**config.mk**
```make
export PLATFORM = sky130hd
export DESIGN_NAME = frame_buf_arbiter
export DESIGN_NICKNAME = d
export VERILOG_FILES = /design/src/rtl/frame_buf_arbiter.sv
export SDC_FILE = /design/constraint.sdc
export NUM_CORES = 1
export LEC_CHECK = 0
export ABC_CLOCK_PERIOD_IN_PS = 6300
export CORE_MARGIN = 4
export CORE_UTILIZATION = 40
export DETAILED_ROUTE_END_ITERATION = 10
export PLACE_DENSITY = 0.64
export SLEW_MARGIN = 20
export SYNTH_ARGS = -nofsm -noshare
export SYNTH_HDL_FRONTEND = slang
export SYNTH_SLANG_ARGS = --single-unit
```
**constraint.sdc**
```tcl
create_clock -name Clk -period 6.3 [get_ports Clk]
set_input_delay 0.63 -clock Clk [delete_from_list [all_inputs] [get_ports Clk]]
set_output_delay 0.63 -clock Clk [all_outputs]
set_load 0.02 [all_outputs]
```
**src/rtl/frame_buf_arbiter.sv**
```systemverilog
// frame_buf_arbiter
//   Arbitrates one shared pixel memory between a camera write stream and a
//   display read port. Camera beats are filtered by the latched mode (pass,
//   freeze, x-decimate, xy-decimate) and queued in a small write FIFO. Reads
//   always win the memory slot; queued writes drain on cycles without a read.
//
// Ports
//   Clk, Reset              clock (rising edge), async active-high reset
//   wr_valid/wr_ready       camera handshake; wr_ready = FIFO not full
//   wr_sof, wr_x, wr_y,     camera beat: start-of-frame flag, coordinates
//   wr_data                 and pixel
//   mode                    00 pass, 01 freeze, 10 x-decimate, 11 xy-decimate
//   rd_req, rd_x, rd_y      display read request and coordinates
//   rd_data, rd_valid       read result, three cycles after rd_req
//   mem_addr, mem_wdata,    registered memory command outputs
//   mem_we, mem_re
//   mem_rdata               memory read data, one cycle after mem_re
//   fifo_level              write FIFO occupancy, 0..FIFO_DEPTH
//   drop_cnt                saturating count of beats refused while full
module frame_buf_arbiter #(
    parameter int unsigned DATA_W     = 16,
    parameter int unsigned X_W        = 10,
    parameter int unsigned Y_W        = 10,
    parameter int unsigned FIFO_DEPTH = 8,
    parameter int unsigned DROP_W     = 16
) (
    input  logic                          Clk,
    input  logic                          Reset,
    input  logic                          wr_valid,
    output logic                          wr_ready,
    input  logic                          wr_sof,
    input  logic [X_W-1:0]                wr_x,
    input  logic [Y_W-1:0]                wr_y,
    input  logic [DATA_W-1:0]             wr_data,
    input  logic [1:0]                    mode,
    input  logic                          rd_req,
    input  logic [X_W-1:0]                rd_x,
    input  logic [Y_W-1:0]                rd_y,
    output logic [DATA_W-1:0]             rd_data,
    output logic                          rd_valid,
    output logic [X_W+Y_W-1:0]            mem_addr,
    output logic [DATA_W-1:0]             mem_wdata,
    output logic                          mem_we,
    output logic                          mem_re,
    input  logic [DATA_W-1:0]             mem_rdata,
    output logic [$clog2(FIFO_DEPTH):0]   fifo_level,
    output logic [DROP_W-1:0]             drop_cnt
);

    localparam int unsigned PTR_W = $clog2(FIFO_DEPTH);
    localparam int unsigned LVL_W = PTR_W + 1;
    localparam int unsigned AW    = X_W + Y_W;
    localparam int unsigned EW    = AW + DATA_W;

    typedef enum logic [1:0] {
        MODE_PASS   = 2'b00,
        MODE_FREEZE = 2'b01,
        MODE_XDEC   = 2'b10,
        MODE_XYDEC  = 2'b11
    } mode_e;

    logic [EW-1:0]     r_fifo [FIFO_DEPTH];
    logic [PTR_W-1:0]  r_wr_ptr;
    logic [PTR_W-1:0]  r_rd_ptr;
    logic [LVL_W-1:0]  r_level;
    mode_e             r_mode_q;
    logic [DROP_W-1:0] r_drop;
    logic [AW-1:0]     r_mem_addr;
    logic [DATA_W-1:0] r_mem_wdata;
    logic              r_mem_we;
    logic              r_mem_re;
    logic              r_re_d1;
    logic              r_rd_valid;
    logic [DATA_W-1:0] r_rd_data;

    logic              w_full;
    logic              w_empty;
    logic              w_accept;
    logic              w_push;
    logic              w_pop;
    logic              w_enq;
    logic [AW-1:0]     w_waddr;
    mode_e             w_mode;
    logic [EW-1:0]     w_head;

    assign w_full   = (r_level == LVL_W'(FIFO_DEPTH));
    assign w_empty  = (r_level == '0);
    assign w_accept = wr_valid & ~w_full;
    // A start-of-frame beat is governed by the mode it carries, not the old one.
    assign w_mode   = wr_sof ? mode_e'(mode) : r_mode_q;
    assign w_push   = w_accept & w_enq;
    assign w_pop    = ~rd_req & ~w_empty;
    assign w_head   = r_fifo[r_rd_ptr];

    always_comb begin
        w_enq   = 1'b0;
        w_waddr = '0;
        unique case (w_mode)
            MODE_PASS: begin
                w_enq   = 1'b1;
                w_waddr = {wr_y, wr_x};
            end
            MODE_FREEZE: begin
                w_enq   = 1'b0;
            end
            MODE_XDEC: begin
                w_enq   = ~wr_x[0];
                w_waddr = {wr_y, 1'b0, wr_x[X_W-1:1]};
            end
            MODE_XYDEC: begin
                w_enq   = ~wr_x[0] & ~wr_y[0];
                w_waddr = {1'b0, wr_y[Y_W-1:1], 1'b0, wr_x[X_W-1:1]};
            end
        endcase
    end

    // FIFO storage carries no reset; occupancy is tracked by the pointers.
    always_ff @(posedge Clk) begin
        if (w_push) begin
            r_fifo[r_wr_ptr] <= {w_waddr, wr_data};
        end
    end

    always_ff @(posedge Clk or posedge Reset) begin
        if (Reset) begin
            r_wr_ptr    <= '0;
            r_rd_ptr    <= '0;
            r_level     <= '0;
            r_mode_q    <= MODE_PASS;
            r_drop      <= '0;
            r_mem_addr  <= '0;
            r_mem_wdata <= '0;
            r_mem_we    <= 1'b0;
            r_mem_re    <= 1'b0;
            r_re_d1     <= 1'b0;
            r_rd_valid  <= 1'b0;
            r_rd_data   <= '0;
        end else begin
            if (w_accept && wr_sof) begin
                r_mode_q <= mode_e'(mode);
            end

            if (w_push) begin
                r_wr_ptr <= r_wr_ptr + PTR_W'(1);
            end
            if (w_pop) begin
                r_rd_ptr <= r_rd_ptr + PTR_W'(1);
            end
            case ({w_push, w_pop})
                2'b10:   r_level <= r_level + LVL_W'(1);
                2'b01:   r_level <= r_level - LVL_W'(1);
                default: r_level <= r_level;
            endcase

            if (wr_valid && w_full && !(&r_drop)) begin
                r_drop <= r_drop + DROP_W'(1);
            end

            // One memory slot per cycle; a read request always takes it.
            r_mem_re <= rd_req;
            r_mem_we <= w_pop;
            if (rd_req) begin
                r_mem_addr <= {rd_y, rd_x};
            end else if (w_pop) begin
                r_mem_addr  <= w_head[EW-1:DATA_W];
                r_mem_wdata <= w_head[DATA_W-1:0];
            end

            // mem_re -> memory returns data next cycle -> captured here.
            r_re_d1    <= r_mem_re;
            r_rd_valid <= r_re_d1;
            if (r_re_d1) begin
                r_rd_data <= mem_rdata;
            end
        end
    end

    assign wr_ready   = ~w_full;
    assign fifo_level = r_level;
    assign drop_cnt   = r_drop;
    assign mem_addr   = r_mem_addr;
    assign mem_wdata  = r_mem_wdata;
    assign mem_we     = r_mem_we;
    assign mem_re     = r_mem_re;
    assign rd_valid   = r_rd_valid;
    assign rd_data    = r_rd_data;

endmodule
```
==> results.py <==
metrics = {
    "drt": {
        "drtIter0Drc": 533,
        "wl_um": 31200,
        "vias_per_cell": 5.35,
        "drc": 0,
        "wl_per_cell_um": 22.1,
        "via_count": 7572,
        "drtPass1Iterations": 5,
        "antenna_left": 0,
    },
    "place": {
        "dp_hpwl_um": 19500,
        "dp_slack_ps": 2160,
        "place_congestion": 0.761,
        "placedCellCount": 1343,
        "io_buffers": 154,
    },
    "setup_path": {
        "critPathRequiredTime_ps": 6480,
        "crit_path_end_kind": "flop",
        "critPathArrivalTime_ps": 3530,
        "cp-start-kind": "input port",
        "critPathMaxFanout": 19,
        "crit_type": "input port to flop",
    },
    "global_route": {
        "grt_pass1_vias": 8152,
        "met3_usage": 0.0293,
        "grt_pass1_wl_um": 48500,
        "met2_usage": 0.265,
        "top_usage_layer": "met2",
        "grt.overflow.total": 0,
        "antenna_found_initial": 0,
        "use_met1": 0.226,
        "grt_max_degree": 56,
        "grt_use_total": 0.160,
    },
    "sta": {
        "hold_viol_final": 0,
        "post-route-period-util": 0.532,
        "fin_tns_setup_ps": 0,
        "skew_ps": 15.0,
        "setup_viol": 0,
        "timing.final.crit_period_ps": 3350,
        "timing.fmax_ghz": 0.298,
        "worst_slack_ps": 2950,
        "hold_ws_ps": 381,
        "worst_pin_slew_ps": 971,
        "slew_headroom": 0.353,
        "slew_viol_final": 0,
        "rsz0062_at_grt": "false",
    },
    "clocking": {
        "cts_tree": "yes",
        "cts_buffers": 39,
        "cts.sinks": 372,
        "post_cts_buffers": 0,
        "max-clock-path-buffers": 3,
        "post_cts_resized": 0,
        "cts-hold-fix-buffers": 0,
        "htree_levels": 2,
        "clkTransAtPathRegs_ps": 50,
        "cts_root_buffer": "clkbuf_16",
        "clock_latency_ps": 530,
    },
    "layout": {
        "fin_cells": 1415,
        "nNetsFinal": 1009,
        "syn_to_final_growth_pct": 23.1,
        "fillers": 2917,
        "regArea_mm2": 0.0108,
        "multi_input_comb_area_mm2": 0.00361,
        "final_cell_mix": "edfxtp_1, clkdlybuf4s50_1, dfrtp_1",
        "drive_gt1_frac": 0.196,
        "diodes": 0,
        "final_common_cell": "edfxtp_1",
    },
    "die": {
        "rows": 69,
        "dieArea_mm2": 0.0394,
        "io_pins": 155,
        "core_mm2": 0.0357,
        "die_h_um": 198,
        "start_util": 0.407,
        "die_x_um": 198,
    },
    "synth": {
        "ys_ff_latch": 372,
        "yosysTopAreaCell": "edfxtp_1",
        "syn_area_mm2": 0.0145,
        "ys_seq_area_frac": 0.741,
        "synthCells": 746,
        "synthTopCellsByArea": "edfxtp_1, dfrtp_1, mux4_2, mux2i_1, mux2_2",
        "syn_nets": 831,
        "synth_top_area_share": 0.596,
        "post_synth.cell_area_avg_um2": 19.4,
        "yosys_warnings": 0,
        "ys_types": 43,
    },
    "status": {
        "status": "completed",
    },
    "power": {
        "leakage_nw": 6.17,
        "power.density_mw_per_mm2": 415,
        "irDropWorstVdd_mv": 0.198,
    },
    "min_path": {
        "hp-class": "flop to flop",
    },
    "flow_run": {
        "cap_violations": 0,
    },
}
-- layer usage --
layer | routed length (um) | vias to the layer above
met5 | 0 | -
met4 | 455 | 0
met3 | 1660 | 38
met2 | 15300 | 236
met1 | 13800 | 3926
li1 | - | 3372
-- critical path, stage by stage --
cell and delay, ps:
clkdlybuf4s50_1 570, mux2_4 380, a211oi_1 440, nand3b_1 390
nor2_4 670, buf_4 440
-- state kept, by name, indices dropped and copies added (netlist names) --
signal and flops:
mem_wdata 16, rd_data 16, r_mode_q 2, r_re_d1 1
fifo_level 4, mem_we 1, r_wr_ptr 3, mem_re 1
r_fifo 288, r_rd_ptr 3, mem_addr 20, drop_cnt 16
rd_valid 1
-- cell usage after synthesis --
cell and n:
mux2i_1 39, nand3b_1 2, a31oi_1 1, edfxtp_1 288, buf_2 17, nand3_1 8, or2_2 1, or2_1 1
nand2b_1 3, a22o_1 18, inv_1 9, a211o_2 1, a2111oi_2 1, mux2_4 1, xor2_1 14, and2_1 3
nor4b_1 1, a2111oi_1 2, nand2_1 27, nand4_4 1, a22oi_1 20, buf_6 1, nor3_1 8, nor2b_1 1
and3_1 1, nor4_1 5, ha_1 6, clkbuf_1 16, mux2_2 21, o21bai_1 1, buf_1 1, a21oi_1 2
and4_1 1, xnor2_1 7, nand4_1 5, nor4_2 1, dfrtp_1 84, o21ba_2 1, nor2_1 14, nor4b_4 1
a211oi_1 1, mux4_2 72, o21ai_0 38
-- through the flow --
step | total power, W | util | cell area, um2
2_1_floorplan | 0.00460 | - | 14500
3_3_place_gp | 0.00535 | 0.467 | 16700
3_5_place_dp | 0.00538 | 0.467 | 16700
4_1_cts | 0.00752 | 0.500 | 17800
5_1_grt | 0.00780 | 0.501 | 17900
6_report | 0.00740 | 0.501 | 17900
-- report_power, final --
group	switching (W)	internal, W	leakage [nW]	total, W
Sequential	0.000297	0.00303	3.63	0.00333
Combinational	0.000975	0.000983	1.96	0.00196
Clock	0.000903	0.00121	0.577	0.00211
-- cells by family after synthesis --
| logic type | synth area share |
|---|---|
| AOI/OAI and AO/OA | 0.0403 |
| xor gates and xnor gates | 0.0127 |
| adders and majority gates | 0.00518 |
| buffers and inverters | 0.0134 |
| DFF | 0.741 |
| muxes | 0.156 |
| and+or+nand+nor | 0.0310 |
-- layout make-up --
| class | instances | area share |
|---|---|---|
| sequential | 372 | 0.603 |
| multi-input combinational | 330 | 0.202 |
| timing repair buffer | 172 | 0.0947 |
| clock buffer | 50 | 0.0582 |
| tap | 461 | 0.0323 |
| clock inverter | 21 | 0.00792 |
| inverter | 9 | 0.00203 |
-- final timing paths --
path	start	endpoint	slack, ps	cells after the start
min in group asynchronous	Reset	drop_cnt[0]	530	2
max	wr_sof	r_fifo[2][9]	2950	6
max in group asynchronous	Reset	r_wr_ptr[0]	4760	3
min reg2reg	mem_re	r_re_d1	380	0
max reg2reg	r_mode_q[1]	r_fifo[2][9]	3280	5
min	mem_re	r_re_d1	380	0
Note: power is estimated with default switching activity, not from simulation.
